[config.mk]
export PLATFORM = sky130hd
export DESIGN_NAME = bin_to_bcd_seq
export DESIGN_NICKNAME = d
export VERILOG_FILES = /design/src/rtl/bin_to_bcd_seq.sv
export SDC_FILE = /design/constraint.sdc
export NUM_CORES = 1
export LEC_CHECK = 0
export ABC_AREA = 1
export CAP_MARGIN = 20
export CELL_PAD_IN_SITES_DETAIL_PLACEMENT = 1
export CELL_PAD_IN_SITES_GLOBAL_PLACEMENT = 1
export CORE_UTILIZATION = 39
export DETAILED_ROUTE_END_ITERATION = 6
export GPL_ROUTABILITY_DRIVEN = 1
export PLACE_DENSITY_LB_ADDON = 0.1
export SYNTH_ARGS = -nofsm -noshare
export SYNTH_HDL_FRONTEND = slang
export SYNTH_SLANG_ARGS = --single-unit
[constraint.sdc]
create_clock -name clk -period 1.69 [get_ports clk]
set_clock_uncertainty 0.15 [all_clocks]
set_input_delay 0.338 -clock clk [delete_from_list [all_inputs] [get_ports clk]]
set_output_delay 0.338 -clock clk [all_outputs]
set_load 0.1 [all_outputs]
[src/rtl/bin_to_bcd_seq.sv]
// Multi-cycle binary-to-BCD converter (shift-and-add-3), optional signed input and overflow flag.
// Latency BIN_W+1 cycles start->done; start is ignored while busy, no queueing.
module bin_to_bcd_seq #(
    parameter int BIN_W  = 12,
    parameter int DIGITS = 4
) (
    input  logic                  clk,
    input  logic                  rst,
    input  logic                  start,
    input  logic                  sgn,
    input  logic [BIN_W-1:0]      bin,
    output logic                  busy,
    output logic                  done,
    output logic [4*DIGITS-1:0]   bcd,
    output logic                  neg,
    output logic                  overflow
);

    localparam int BCD_W = 4 * DIGITS;
    localparam int CNT_W = $clog2(BIN_W + 1);

    typedef enum logic {IDLE, SHIFT} state_t;

    state_t              state_q, state_d;
    logic [CNT_W-1:0]    cnt_q, cnt_d;
    logic [BIN_W-1:0]    bin_sr_q, bin_sr_d;
    logic [BCD_W-1:0]    work_q, work_d;
    logic                acc_ovf_q, acc_ovf_d;
    logic                sign_q, sign_d;
    logic [BCD_W-1:0]    bcd_q, bcd_d;
    logic                neg_q, neg_d;
    logic                ovf_q, ovf_d;
    logic                done_q, done_d;

    logic [BCD_W-1:0]    adj;
    logic [BIN_W-1:0]    mag;

    always_comb begin
        state_d   = state_q;
        cnt_d     = cnt_q;
        bin_sr_d  = bin_sr_q;
        work_d    = work_q;
        acc_ovf_d = acc_ovf_q;
        sign_d    = sign_q;
        bcd_d     = bcd_q;
        neg_d     = neg_q;
        ovf_d     = ovf_q;
        done_d    = 1'b0;

        adj = work_q;
        for (int i = 0; i < DIGITS; i++) begin
            if (work_q[4*i +: 4] >= 4'd5) begin
                adj[4*i +: 4] = work_q[4*i +: 4] + 4'd3;
            end
        end

        // Negating the most negative value wraps back to itself, which is the correct unsigned magnitude.
        mag = bin;
        if (sgn && bin[BIN_W-1]) begin
            mag = ~bin + 1'b1;
        end

        case (state_q)
            IDLE: begin
                if (start) begin
                    bin_sr_d  = mag;
                    sign_d    = sgn && bin[BIN_W-1];
                    work_d    = '0;
                    acc_ovf_d = 1'b0;
                    cnt_d     = '0;
                    state_d   = SHIFT;
                end
            end
            SHIFT: begin
                work_d    = {adj[BCD_W-2:0], bin_sr_q[BIN_W-1]};
                bin_sr_d  = {bin_sr_q[BIN_W-2:0], 1'b0};
                acc_ovf_d = acc_ovf_q | adj[BCD_W-1];
                cnt_d     = cnt_q + 1'b1;
                if (cnt_q == CNT_W'(BIN_W - 1)) begin
                    bcd_d   = work_d;
                    neg_d   = sign_q;
                    ovf_d   = acc_ovf_d;
                    done_d  = 1'b1;
                    state_d = IDLE;
                end
            end
            default: state_d = IDLE;
        endcase
    end

    always_ff @(posedge clk) begin
        if (rst) begin
            state_q   <= IDLE;
            cnt_q     <= '0;
            bin_sr_q  <= '0;
            work_q    <= '0;
            acc_ovf_q <= 1'b0;
            sign_q    <= 1'b0;
            bcd_q     <= '0;
            neg_q     <= 1'b0;
            ovf_q     <= 1'b0;
            done_q    <= 1'b0;
        end else begin
            state_q   <= state_d;
            cnt_q     <= cnt_d;
            bin_sr_q  <= bin_sr_d;
            work_q    <= work_d;
            acc_ovf_q <= acc_ovf_d;
            sign_q    <= sign_d;
            bcd_q     <= bcd_d;
            neg_q     <= neg_d;
            ovf_q     <= ovf_d;
            done_q    <= done_d;
        end
    end

    assign busy     = (state_q == SHIFT);
    assign done     = done_q;
    assign bcd      = bcd_q;
    assign neg      = neg_q;
    assign overflow = ovf_q;

endmodule

Yosys cells after proc, flatten, opt, wreduce, memory -nomap -nowiden. Index checks and enable logic that the tools add are counted.

Add/sub/neg operators: 6. Order comparisons: 4. Eq/ne operators: 2. Mux-type cells: 17. Bitwise gates (word level): 3. Reductions and logical operators: 4.

Operators by type and width (count): $pmux 16 s2 (1); $mux 12 (2); $pmux 12 s2 (1); $mux 4 (5); $add 4x2->4 const B (4); $ge 4x3->1 const B (4); $mux 16 (1); $add 12x1->12 const B (1); $not 12->12 (1); $pmux 4 s2 (1); $add 4x1->4 const B (1); $eq 4x4->1 const B (1); $mux 1 (4); $pmux 1 s2 (2); $reduce_and 2->1 (2); $ne 2x2->1 const B (1); $reduce_or 2->1 (1); $logic_and 1x1->1 (1); $not 1->1 (1); $or 1x1->1 (1).

Register bits after elaboration: 54. Bits of input ports: 16. Logic and storage cells: 46.

Logic depth before layout (Yosys ltp).
Word-level depth: 5. Mapped depth: 9. Depth with buffers taken out: 9.

Worst setup path before layout. OpenSTA, ideal clock, no wires.

Kind: reg2reg. From: register state_q (netlist: busy). To: register bcd_q[11] (netlist: bcd[11]). Setup time: 0.121 ns. Arrival time: 1.784 ns. Path slack: -0.365 ns. Stages on the path, launching flop included: 8. Buffers on the path: 2. Period minus slack after synthesis: 2.055 ns. Cells stage by stage: dfxtp_1 buf_4 nand3_2 nor2_4 inv_2 buf_6 nand3_1 o21ai_1.

Longest elaborated chain between the ends: 1.

RTL lines: from (decl) (RTL line 24) `state_t state_q, state_d;`; from (signal assigned) (RTL line 104) `state_q <= state_d;`; $reduce_and 2->1 (no line); to (signal assigned) (RTL line 99) `bcd_q <= '0;`; to (signal assigned) (RTL line 110) `bcd_q <= bcd_d;`; to (decl) (RTL line 30) `logic [BCD_W-1:0] bcd_q, bcd_d;`.

No other way between the ends. A chain may end at the register's enable or synchronous reset.

Worst setup path in the final report.
From: register work_q[1]. To: register work_q[4].

Longest elaborated chain between the ends: 3. Elaborated cells on any way between the ends: 4. Classes of those cells: add/sub (1); order compare (1); mux (2).

RTL lines: from (decl) (RTL line 27) `logic [BCD_W-1:0] work_q, work_d;`; from (signal assigned) (RTL line 107) `work_q <= work_d;`; $add 4x2->4 / $ge 4x3->1 (equally long branches) (RTL line 53, 52); $mux 4 * (RTL line 52) `if (work_q[4*i +: 4] >= 4'd5) begin`; $pmux 16 s2 * (RTL line 63) `case (state_q)`.

Every way passes the cells marked *; elsewhere a longest branch is shown, timed or not.

==> results.json <==
{
  "hold_class": "reg -> reg",
  "cap_violations": 0,
  "multi_input_area_um2": 1390,
  "antenna_found_initial": 0,
  "grt-ovfl-total": 0,
  "vias": 2553,
  "fin_tns_setup_ps": 0,
  "syn_inst": 370,
  "post_cts_resized": 0,
  "slew_headroom_pct": 78.2,
  "synth-edff-count": 0,
  "cp-startpoint": "work_q[1]$_SDFFE_PP0P_",
  "required_ps": 1780,
  "clkSinkCount": 54,
  "firstDrtPassIters": 4,
  "r2r-end": "work_q[4]$_SDFFE_PP0P_",
  "die_area_um2": 7230,
  "first_iter_violations": 95,
  "diodes": 0,
  "r2r_start": "work_q[1]$_SDFFE_PP0P_",
  "crit_arrival_ps": 1660,
  "cts-buffers-inserted": 5,
  "final-hold-violation-count": 0,
  "worstMarginPinSlew_ps": 327,
  "cts_hold_buf": 0,
  "die_h_um": 85.1,
  "fillers": 837,
  "synth_warnings": 0,
  "ys_seq_area_share_pct": 40.2,
  "rows": 29,
  "startpoint_type": "flop",
  "seq_area_um2": 1100,
  "grt_use_total_pct": 20.2,
  "ys_ff_latch": 54,
  "min-delay-start": "work_q[15]$_SDFFE_PP0P_",
  "place_congestion": 0.816,
  "remaining_drc_errors": 0,
  "drive_gt1_share_pct": 17.8,
  "final_nets": 436,
  "finalCritPeriodShare_pct": 93.3,
  "synth_ff_type": "dfxtp_1",
  "synth_fp_nets": 396,
  "core_area_um2": 6490,
  "power.density_nw_per_um2": 676,
  "setup.worst_path.class": "reg -> reg",
  "peakVddDrop_mv": 0.295,
  "final_util_pct": 54.2,
  "fmax_mhz": 634,
  "initial_core_util_pct": 41.4,
  "htree_levels": 2,
  "fin_area_um2": 3520,
  "status": "complete, no violations",
  "rsz0062_at_grt": "yes",
  "async_flop_share_pct": 0,
  "setup_viol_count_final": 0,
  "synthDistinctLibCells": 31,
  "placement.io_buffers": 35,
  "cts.path.max_buffers": 2,
  "cp-end-kind": "flop",
  "period_needed_ps": 1580,
  "worstPathMaxFanout": 5,
  "grt_max_degree": 32,
  "leakagePower_uw": 0.00134,
  "rrSetupSlack_ps": 110,
  "grt_pass1_vias": 2581,
  "clk_latency_ps": 310,
  "drtAntennaViolNets": 0,
  "pre_cts_slack_ps": -218,
  "ff2ff_path_depth": 8,
  "min_delay_path_depth": 2,
  "grt_pass1_wl_mm": 11.6,
  "routed_wl_mm": 6.91,
  "placed_area_um2": 3380,
  "area_delta_synth_final_pct": 31.0,
  "drv_slew": 0,
  "cts_tree": "built",
  "io_pins": 36,
  "clk_pin_slew_ps": 90,
  "whs_endpoint": "work_q[15]$_SDFFE_PP0P_",
  "fin_ws_ps": 114,
  "post_drt_wl_per_cell_um": 14.2,
  "hpwlAfterDp_mm": 5.18,
  "routed_via_density": 5.23,
  "syn_area_per_cell_um2": 7.27,
  "die_width_um": 85.1,
  "cts_root_buffer": "clkbuf_8",
  "postCtsSetupRepairBufs": 0,
  "syn_area_um2": 2690
}
## worst max path at each step
stage,endpoint,cells past startpoint
after floorplan,bcd[11]$_SDFFE_PP0P_,7
after global placement,bin_sr_q[8]$_SDFFE_PP0P_,9
after detailed placement,bin_sr_q[8]$_SDFFE_PP0P_,9
after CTS,work_q[1]$_SDFFE_PP0P_,8
after global routing,work_q[13]$_SDFFE_PP0P_,8
final,work_q[4]$_SDFFE_PP0P_,8
## registers in the layout, summed over array words and instances (netlist names), 4 cells and up
name and count:
work_q 16, cnt_q 4, bcd 16, bin_sr_q 12
## stage by stage
step | std cells | power, uW | hold slack [ps]
4_1_cts | 488 | 2400 | 321
5_1_grt | 488 | 2490 | 343
6_report | 488 | 2380 | 318
3_5_place_dp | 480 | 1610 | 301
3_3_place_gp | 480 | 1600 | 297
2_1_floorplan | 370 | 1500 | 264
## metal layers
| layer | track usage (%) | vias up | routed length [um] |
|---|---|---|---|
| li1 | - | 1295 | - |
| met1 | 24.4 | 1214 | 3110 |
| met2 | 36.8 | 37 | 3570 |
| met3 | 3.50 | 7 | 147 |
| met4 | 5.55 | 0 | 88 |
| met5 | 0 | - | 0 |
## final cells by class
cell class                      instances  share of cell area, %
Clock buffer                            7                   2.73
Clock inverter                          1                  0.249
Inverter                               43                   4.62
Multi-Input combinational cell        258                   39.4
Sequential cell                        54                   31.1
Tap cell                               77                   2.73
Timing Repair Buffer                   48                   19.1
## cells in the mapped netlist, types with 2 or more instances
cell type / number / share of area, %
o21ai_0: 22 / 4.1
a22oi_1: 8 / 2.2
nor2_2: 2 / 0.47
nand2_1: 93 / 13
nand3_1: 36 / 6.7
xor2_1: 5 / 1.6
inv_2: 3 / 0.42
o211ai_1: 6 / 1.7
nor2_4: 2 / 0.84
a21boi_2: 3 / 1.3
nor3_1: 2 / 0.37
nand3_2: 2 / 0.74
or2_1: 3 / 0.70
dfxtp_1: 54 / 40
buf_4: 3 / 0.84
inv_1: 39 / 5.4
ha_1: 10 / 4.7
nor2_1: 12 / 1.7
o21ai_1: 5 / 0.93
a31oi_1: 3 / 0.70
a21oi_1: 33 / 6.1
clkbuf_1: 4 / 0.56
nand2_2: 5 / 1.2
nand4_1: 2 / 0.47
buf_2: 7 / 1.3
## where the power goes
group          internal, uW  total (uW)  switching (uW)
logic                   114         263             149
clock network           376         793             417
registers              1300        1320            28.3
## cells by family (layout without fill, tap and decap cells)
| kind of cell | Yosys count | after routing | synth area share (%) |
|---|---|---|---|
| buffers and inverters | 58 | 99 | 9.16 |
| adder cells (fa/ha/maj) | 10 | 10 | 4.65 |
| multiplexers | 1 | 1 | 0.372 |
| XOR/XNOR | 5 | 5 | 1.63 |
| AND/OR/NAND/NOR | 159 | 159 | 26.1 |
| flip-flops | 54 | 54 | 40.2 |
| AO/OA/AOI/OAI | 83 | 83 | 17.9 |
## critical path: stages (launching register included)
cell and delay, ps:
dfxtp_2 370, inv_1 70, ha_1 190, nor2_1 100
inv_1 80, nand2_2 130, a21boi_2 200, nand2_1 80
a21oi_1 130
## cells in the final DEF, fill, tap and decap left out, drive strengths merged
master	synthesis	final
nor2	16	16
buf	11	33
a22oi	8	8
a211oi	1	1
clkbuf	4	7
nor3	2	2
ha	10	10
or2	3	3
mux2i	1	1
o21ai	28	28
a21boi	4	4
a21oi	33	33
nand3	38	38
o211ai	6	6
nand4	2	2
xor2	5	5
clkinv	1	2
nand2	98	98
a31oi	3	3
inv	42	42
dfxtp	54	54
clkdlybuf4s50	0	15
No activity file was read; power rests on OpenSTA's default activity.
